$ cat src/rtl/chip8_fetch.sv
// -----------------------------------------------------------------------------
// chip8_fetch
//
// Instruction fetch stage for the CHIP-8 core. It owns the program counter and
// reads each opcode as two big-endian bytes through the single synchronous port
// of the 4 KiB byte memory. The opcode is handed to the execute stage over a
// valid/ready handshake. The same memory port is shared with the execute stage,
// and execute accesses always win the port.
//
// Ports
//   clk, rst_n        clock (rising edge), asynchronous active-low reset
//   mem_address       memory address (execute address when ex_req, else fetch)
//   mem_set           memory write enable (execute writes only)
//   mem_data_in       memory write data
//   mem_data_out      registered memory read data (one cycle after address)
//   op, op_pc         opcode {byte[pc], byte[pc+1]} and its high-byte address
//   op_valid          opcode valid; held stable until accepted or redirected
//   op_ready          execute accepts the opcode
//   pc_load           redirect the PC to pc_load_addr (wins over a handshake)
//   ex_req, ex_we     execute-stage memory access request / write select
//   ex_addr, ex_wdata execute-stage address / write data
//   ex_rdata          read data for execute (pass-through of mem_data_out)
//   ex_rvalid         registered; high the cycle after a granted execute read
// -----------------------------------------------------------------------------
module chip8_fetch #(
    parameter int                 ADDR_W   = 12,
    parameter logic [ADDR_W-1:0]  RESET_PC = 12'h200
) (
    input  logic              clk,
    input  logic              rst_n,
    output logic [ADDR_W-1:0] mem_address,
    output logic              mem_set,
    output logic [7:0]        mem_data_in,
    input  logic [7:0]        mem_data_out,
    output logic [15:0]       op,
    output logic [ADDR_W-1:0] op_pc,
    output logic              op_valid,
    input  logic              op_ready,
    input  logic              pc_load,
    input  logic [ADDR_W-1:0] pc_load_addr,
    input  logic              ex_req,
    input  logic              ex_we,
    input  logic [ADDR_W-1:0] ex_addr,
    input  logic [7:0]        ex_wdata,
    output logic [7:0]        ex_rdata,
    output logic              ex_rvalid
);

    typedef enum logic [1:0] {
        S_HI    = 2'd0,   // high byte address on the port
        S_LO    = 2'd1,   // low byte address on the port, high byte returning
        S_CAP   = 2'd2,   // low byte returning, opcode assembled
        S_VALID = 2'd3    // opcode presented, waiting for acceptance
    } state_t;

    localparam logic [ADDR_W-1:0] PC_ONE = ADDR_W'(2'd1);
    localparam logic [ADDR_W-1:0] PC_TWO = ADDR_W'(2'd2);

    state_t              state_r;
    state_t              state_nxt_s;
    logic [ADDR_W-1:0]   pc_r;
    logic [ADDR_W-1:0]   pc_nxt_s;
    logic [7:0]          hi_r;
    logic [7:0]          hi_nxt_s;
    logic [15:0]         op_r;
    logic [15:0]         op_nxt_s;
    logic [ADDR_W-1:0]   op_pc_r;
    logic [ADDR_W-1:0]   op_pc_nxt_s;
    logic                op_valid_r;
    logic                op_valid_nxt_s;
    logic                ex_rvalid_r;
    logic [ADDR_W-1:0]   fetch_addr_s;

    // Fetch sequencer: next state, PC update, byte capture and fetch address.
    always_comb begin
        state_nxt_s    = state_r;
        pc_nxt_s       = pc_r;
        hi_nxt_s       = hi_r;
        op_nxt_s       = op_r;
        op_pc_nxt_s    = op_pc_r;
        op_valid_nxt_s = op_valid_r;
        fetch_addr_s   = pc_r;

        case (state_r)
            S_HI: begin
                fetch_addr_s = pc_r;
                // An execute access steals the port; re-issue the high byte.
                if (ex_req) begin
                    state_nxt_s = S_HI;
                end else begin
                    state_nxt_s = S_LO;
                end
            end
            S_LO: begin
                fetch_addr_s = pc_r + PC_ONE;
                // Data now on mem_data_out is byte[pc]. If the port is stolen
                // the low byte read is lost, so the whole fetch restarts.
                if (ex_req) begin
                    state_nxt_s = S_HI;
                end else begin
                    hi_nxt_s    = mem_data_out;
                    state_nxt_s = S_CAP;
                end
            end
            S_CAP: begin
                // The low byte was addressed last cycle, so a competing
                // execute access this cycle cannot corrupt it.
                fetch_addr_s   = pc_r;
                op_nxt_s       = {hi_r, mem_data_out};
                op_pc_nxt_s    = pc_r;
                op_valid_nxt_s = 1'b1;
                state_nxt_s    = S_VALID;
            end
            S_VALID: begin
                fetch_addr_s = pc_r;
                if (op_valid_r && op_ready) begin
                    op_valid_nxt_s = 1'b0;
                    pc_nxt_s       = pc_r + PC_TWO;
                    state_nxt_s    = S_HI;
                end else begin
                    state_nxt_s = S_VALID;
                end
            end
            default: begin
                fetch_addr_s = pc_r;
                state_nxt_s  = S_HI;
            end
        endcase

        // A redirect wins over everything above, including a same-cycle
        // handshake (no +2) and an in-flight capture (opcode left untouched).
        if (pc_load) begin
            pc_nxt_s       = pc_load_addr;
            op_nxt_s       = op_r;
            op_pc_nxt_s    = op_pc_r;
            op_valid_nxt_s = 1'b0;
            state_nxt_s    = S_HI;
        end else begin
            pc_nxt_s = pc_nxt_s;
        end
    end

    // Memory port arbitration: execute accesses take the port unconditionally.
    always_comb begin
        if (ex_req) begin
            mem_address = ex_addr;
            mem_set     = ex_we;
            mem_data_in = ex_wdata;
        end else begin
            mem_address = fetch_addr_s;
            mem_set     = 1'b0;
            mem_data_in = 8'h00;
        end
    end

    // State, PC, opcode and execute read-valid registers.
    always_ff @(posedge clk or negedge rst_n) begin
        if (!rst_n) begin
            state_r     <= S_HI;
            pc_r        <= RESET_PC;
            hi_r        <= 8'h00;
            op_r        <= 16'h0000;
            op_pc_r     <= '0;
            op_valid_r  <= 1'b0;
            ex_rvalid_r <= 1'b0;
        end else begin
            state_r     <= state_nxt_s;
            pc_r        <= pc_nxt_s;
            hi_r        <= hi_nxt_s;
            op_r        <= op_nxt_s;
            op_pc_r     <= op_pc_nxt_s;
            op_valid_r  <= op_valid_nxt_s;
            ex_rvalid_r <= ex_req & ~ex_we;
        end
    end

    assign op        = op_r;
    assign op_pc     = op_pc_r;
    assign op_valid  = op_valid_r;
    assign ex_rvalid = ex_rvalid_r;
    assign ex_rdata  = mem_data_out;

endmodule

$ cat config.mk
export PLATFORM = sky130hd
export DESIGN_NAME = chip8_fetch
export DESIGN_NICKNAME = d
export VERILOG_FILES = /design/src/rtl/chip8_fetch.sv
export SDC_FILE = /design/constraint.sdc
export NUM_CORES = 1
export LEC_CHECK = 0
export CELL_PAD_IN_SITES_DETAIL_PLACEMENT = 0
export CELL_PAD_IN_SITES_GLOBAL_PLACEMENT = 1
export CORE_MARGIN = 5
export CORE_UTILIZATION = 30
export CTS_BUF_LIST = sky130_fd_sc_hd__clkbuf_8
export DETAILED_ROUTE_END_ITERATION = 10
export GPL_TIMING_DRIVEN = 0
export PLACE_DENSITY = 0.88
export SYNTH_ARGS = -nofsm -noshare
export SYNTH_HDL_FRONTEND = slang
export SYNTH_SLANG_ARGS = --single-unit
export TNS_END_PERCENT = 30
$ cat constraint.sdc
create_clock -name clk -period 1.8 [get_ports clk]
set_input_delay 0.45 -clock clk [delete_from_list [all_inputs] [get_ports clk]]
set_output_delay 0.45 -clock clk [all_outputs]
set_load 0.02 [all_outputs]
* Word-level counts from Yosys, hierarchy flattened *
Index checks and enable logic that the tools add are counted.

operators by class
  mux-type cells = 15
  equal/unequal tests = 4
  add/sub/neg operators = 2
  reduce and logical (&&, ||, !) cells = 10
  bitwise gates (word level) = 4

operators with widths
  operator                                             count
  two-way mux 12 bit                                   4
  case mux 12 bit (2 select lines)                     1
  adder 12 x 1 -> 12 bit, second input constant        1
  adder 12 x 2 -> 12 bit, second input constant        1
  two-way mux 8 bit                                    1
  case mux 2 bit (4 select lines)                      1
  AND reduction 2 bit                                  4
  two-way mux 2 bit                                    3
  equality test 2 bit, second input constant           2
  two-way mux 1 bit                                    4
  nonzero test 2 bit                                   2
  inequality test 3 bit, second input constant         1
  NOT 1 bit                                            3
  nonzero test 3 bit                                   1
  OR reduction 3 bit                                   1
  equality test 2 x 1 -> 1 bit, second input constant  1
  zero test 2 bit                                      1
  case mux 1 bit (2 select lines)                      1
  bitwise AND 1 bit                                    1
  logical AND 1 bit                                    1

word-level totals
  register bits after elaboration = 52
  output and inout bits = 59
  input bits = 46
  logic and storage cells = 42

* Logic depth before layout (Yosys ltp) *
  word-level depth = 4
  gate-level depth with buffers = 7
  mapped depth without buffers = 5

* Worst setup path after synthesis *
Ideal clock, no wire load.

  path type = reg-to-output
  from = register pc_r[2]
  to = output mem_address[9]
  arrival time = 1.654 ns
  slack = -0.304 ns
  cell stages (with the launch flop) = 6
  cell sequence = dfrtp_1 -> ha_1 -> nand4b_1 -> nor3_1 -> xnor2_1 -> o21ai_0

between the ends
  word-level cells in the longest chain between the ends = 3

RTL lines
  item                              RTL line  source
  start, declared                   61        logic [ADDR_W-1:0] pc_r;
  start signal, assigned            168       pc_r <= pc_nxt_s;
  adder 12 x 1 -> 12 bit            95        fetch_addr_s = pc_r + PC_ONE;
  case mux 12 bit (2 select lines)  84        case (state_r)
  two-way mux 12 bit                145       if (ex_req) begin
  end, declared                     31        output logic [ADDR_W-1:0] mem_address,

No other way between the ends.

* Final worst setup path *
  from = register pc_r[1]
  to = output mem_address[11]

The elaborated chain is that of the path after synthesis.

==> impl_metrics.toml <==
[outcome]
status = "complete, but fails checks"
violations = "setup timing"

[final_layout]
fin_nets = 421
nFillCells = 788
antenna_cells = 0
syn_to_final_growth_pct = 61.8
final_common_cell = "clkdlybuf4s50_1"
multi_input_area_mm2 = 0.00134
drive_above_1_share_pct = 40.4
layout_common_cells = "67 x clkdlybuf4s50_1, 45 x dfrtp_1, 44 x buf_4"
ff_latch_area_mm2 = 0.00131

[routing]
vias = 2266
ant_nets = 0
drt-initial-drc-count = 45
post_drt_via_cell_ratio = 4.70
wl_per_cell_um = 15.1
wl_um = 7290
drc = 0
dr.pass1.iters = 4

[cts]
cts_tree = "built"
max-clock-path-buffers = 2
cts-hold-fix-buffers = 0
clkLatencyLatePin_ns = 0.30
cts_made_buffers = 5
clkTransAtPathRegs_ns = 0.10
cts_max_level = 2
root_buffer = "clkbuf_8"
clock_sinks = 52

[grt]
grt_pass1_wl_um = 11800
antenna_found_initial = 0
grtUsageTotal_pct = 13.1
grt_pass1_vias = 2358
grt_remaining_overflow = 0
use_met1_pct = 15.5
top_usage_layer = "met2"
grt_use_met3_pct = 5.65
grt_max_degree = 36
use_met2_pct = 21.9

[timing]
setup_viol = 12
hold_violations = 0
tightest_slew_ns = 0.495
finalCritPeriodShare_pct = 122
setup_tns_ns = -3.39
fmax_mhz = 456
slew_headroom_pct = 67.0
slew_violations = 0
layout_setup_ws_ns = -0.394
rsz0062_at_grt = "yes"
timing.hold.ws_ns = 0.0688
skew_ns = 0.00559
period_needed_ns = 2.19

[setup_path]
slowest_stage = "dfrtp_2"
cp.depth = 7
critPathMaxFanout = 5
path_class = "reg -> out"
critical_path.top_delay_family = "flip-flops"
slowest_delay_ns = 0.45
path_cells = "ha_4, nand4b_1, buf_6, nor3_4, xnor2_2, o21ai_2, buf_6"
arrival_ns = 1.74
crit_buf_inv = 2
crit_required_ns = 1.35
end_kind = "primary output"
start_kind = "flip-flop"
crit_top_cell = "buf_6"
reg2regPathDepth = 5

[power]
power_density_mw_per_mm2 = 1010
vdd_drop_max_uv = 572
leakagePower_nw = 1.81

[synthesis]
yosys_register_bits = 52
ys.warnings.count = 0
synth_ff_type = "dfrtp_1"
netlist_area_mm2 = 0.00264
synth_nets = 290
seq_area_frac_synth_pct = 49.3
avgSynthCellArea_um2 = 10.9
synth_edf_count = 0
async_reset_ff_share_pct = 100
syn_inst = 242
synth.distinct_cells = 30

[floorplan]
die_area_mm2 = 0.0108
start_util_pct = 30.6
ios = 105
rows = 34
die_w_um = 104
core-area_mm2 = 0.00864
die_h_um = 104

[min_path]
worstHoldPathType = "in -> async"

[placement]
gp_congestion = 0.761
dpl.hpwl_um = 5280
place_ws_ns = -0.850
port_buffers = 102

[job]
maxCapViolCount = 0
==> routing by layer <==
layer / part of all wire (%) / vias up
li1: - / 1075
met1: 42 / 1094
met2: 48 / 88
met3: 9.3 / 9
met4: 1.5 / 0
met5: 0 / -
==> metrics by stage <==
stage / util, % / std cells / total power (W) / instance area, um^2
final: 49.5 / 482 / 0.00433 / 4280
after global placement: 44.4 / 452 / 0.00351 / 3840
after floorplan: - / 242 / 0.00262 / 2680
after global routing: 49.5 / 482 / 0.00458 / 4280
after detailed placement: 44.6 / 453 / 0.00355 / 3850
after CTS: 47.7 / 473 / 0.00435 / 4120
==> report_power, final <==
group / total (W) / switching, W / internal (W)
Clock: 0.000730 / 0.000408 / 0.000323
Sequential: 0.00174 / 0.000211 / 0.00153
Combinational: 0.00185 / 0.000841 / 0.00101
Total: 0.00433 / 0.00146 / 0.00287
==> state kept, by name, summed over array words and instances (netlist names) <==
register	cells
op	16
op_pc	12
pc_r	12
hi_r	8
state_r	2
ex_rvalid	1
op_valid	1
==> worst register-to-register path: cells and delay by family (launching register included) <==
kind	cells	cell delay (ns)
XOR/XNOR	1	0.17
AND/OR/NAND/NOR	2	0.53
flip-flops	1	0.59
buffers and inverters	1	0.23
AO/OA/AOI/OAI	1	0.07
==> cells in the mapped netlist, drive strengths merged (3+ instances only) <==
library cell / n / area share [%]
a21oi: 4 / 0.76
and2: 9 / 2.1
buf: 13 / 3.6
clkbuf: 13 / 1.8
dfrtp: 51 / 48
inv: 3 / 0.43
mux2: 37 / 16
nand2: 29 / 4.1
nand3: 4 / 0.76
nand4: 7 / 1.7
nor2: 6 / 0.85
nor2b: 3 / 0.71
nor3: 5 / 1.4
o21ai: 23 / 4.4
xnor2: 11 / 3.6
xor2: 10 / 3.3
==> worst paths after layout <==
path,from,to,slack [ns]
max,pc_r[1],mem_address[11],-0.39
min,rst_n,op_pc[9],0.07
max reg2reg,pc_r[9],pc_r[11],0.09
min reg2reg,op[15],op[15],0.51
max in group asynchronous,rst_n,pc_r[0],1.18
min in group clk,op[15],op[15],0.51
==> logic make-up (layout without fill, tap and decap cells) <==
kind of cell               count (synthesis)  after routing  synth area share [%]
DFF                                       52             52                  49.3
and+or+nand+nor                           72             72                  15.4
muxes                                     38             38                  16.1
AOI/OAI and AO/OA                         28             28                  5.44
buffers and inverters                     29            161                  5.87
adders and majority gates                  2              2                 0.946
xor gates and xnor gates                  21             21                  6.96
==> final cells by class <==
type / instances / area share (%)
inverter: 3 / 0.263
sequential: 52 / 30.6
clock buffer: 6 / 1.93
clock inverter: 2 / 0.409
buffer: 22 / 3.80
multi-input combinational: 161 / 31.3
timing repair buffer: 128 / 28.5
tap: 108 / 3.16
==> what timing repair did <==
item / CTS / global route
setup buffers: 16 / 9
cloned: 0 / 0
resized for setup: 121 / 33
pin swaps: 16 / 13
setup endpoints to repair: 50 / 46
hold endpoints to repair: 0 / 0
Note: power is estimated with default switching activity, not from simulation.
==> RTL edit (same flow settings) <==
Set the parameter `ADDR_W` to 10 (it was 12).
--- a/src/rtl/chip8_fetch.sv
+++ b/src/rtl/chip8_fetch.sv
@@ -23,7 +23,7 @@
 //   ex_rvalid         registered; high the cycle after a granted execute read
 // -----------------------------------------------------------------------------
 module chip8_fetch #(
-    parameter int                 ADDR_W   = 12,
+    parameter int                 ADDR_W   = 10,
     parameter logic [ADDR_W-1:0]  RESET_PC = 12'h200
 ) (
     input  logic              clk,
Ports: changed (resized ex_addr, mem_address, op_pc and pc_load_addr); port bits go from 105 to 97. No check against the original RTL was run, so the function may have changed too.
==> RTL edit against the original RTL <==
  * The run still ends with setup timing left
  * Setup slack improved by 110 ps
  * Total power down 8.8%
  * Synthesized area fell by 8.6%
  * Non-clock buffer count is 19 lower
  * Cell area decreased by 11%
  * Wire length down 12%
  * Count of clock-buffer cells in the layout fell by 1
  * Sequential cell count decreased by 4
  * Largest cell class unchanged
  * Largest power group unchanged
==> RTL edit: results (changes against the original RTL) <==
| Metric | Value |
|---|---|
| Outcome | `finished, violations left (unchanged)` |
| Failing checks | `setup timing (unchanged)` |
| Fin worst setup slack | `-288 ps (was -394 ps)` |
| Logic gate share of total power | `43.7% (was 42.9%)` |
| CP startpoint | `state_r[1] (was pc_r[1])` |
| Final setup viols | `9 (was 12)` |
| Vias | `1,974 (was 2,266)` |
| Syn Area/Cell | `11.3 sq um (was 10.9 sq um)` |
| Worst Setup EP | `mem_address[8] (was mem_address[11])` |
| Worst Hold Slack | `509 ps (was 68.8 ps)` |
| Global-route wire length before repair | `10,400 microns (was 11,800 microns)` |
| CP max stage delay | `390 ps (was 450 ps)` |
| Drt total wl | `6380 microns (was 7290 microns)` |
| GRT Overall Usage | `13.1% (about the same)` |
| Resize count post-CTS | `139 (was 121)` |
| R2R Path End | `op[5] (was pc_r[11])` |
| Final net count | `376 (was 421)` |
| Placed Cells | `413 (was 453)` |
| Worst min path class | `register to register (was input port to async pin)` |
| Setup TNS Final | `-1800 ps (was -3390 ps)` |
| Crit path DAT | `1640 ps (was 1740 ps)` |
| Worst reg2reg setup slack | `190 ps (was 90 ps)` |
| Worst-case reg-to-reg path depth | `6 (was 5)` |
| Pre-CTS setup slack | `-815 ps (was -850 ps)` |
| Port Buffers | `96 (was 102)` |
| Placer Congestion | `0.773 (was 0.761)` |
| Syn Nets | `259 (was 290)` |
| PD cells | `1040 nW/um^2 (was 1010 nW/um^2)` |
| Leak | `1.62 nW (was 1.81 nW)` |
| Post-place instance area | `3520 sq um (was 3850 sq um)` |
| Maximum VDD drop | `0.538 mV (was 0.572 mV)` |
| Sequential area share after synthesis | `49.8% (was 49.3%)` |
| Post-DP HPWL | `4860 microns (was 5280 microns)` |
| Max_slew headroom | `72.6% (was 67.0%)` |
| Most frequent cells after synthesis | `dfrtp_1, mux2_2, nand2_1 (unchanged)` |
| Internal power | `2.63 mW (was 2.87 mW)` |
| Slowest cell on the critical path | `dfrtp_1 (was dfrtp_2)` |
| Skew final | `7.08 ps (was 5.59 ps)` |
## RTL edit: layer usage
| layer | vias to the layer above | share of wire (%) | track usage [%] |
|---|---|---|---|
| li1 | 957 | - | - |
| met1 | 940 | 41 | 15.5 |
| met2 | 75 | 48 | 21.9 |
| met3 | 2 | 10 | 5.82 |
| met4 | 0 | 0.22 | 2.84 |
| met5 | - | 0 | 0 |
## RTL edit: cells by family after synthesis
family / count (synthesis) / synth area share [%]
compound gates: 24 / 5.13
buf+inv: 23 / 6.16
flops: 48 / 49.8
fa+ha+maj: 3 / 1.55
mux: 36 / 16.7
xor+xnor: 17 / 6.16
simple gates: 63 / 14.5
## RTL edit: layout make-up
class,instances,share of cell area (%)
flip-flops and latches,48,31.7
multi-input cells,143,30.1
repair buffers,111,27.9
plain buffers,20,4.47
well taps,102,3.36
clock buffers,5,1.81
clock inverters,3,0.428
inverters,2,0.197
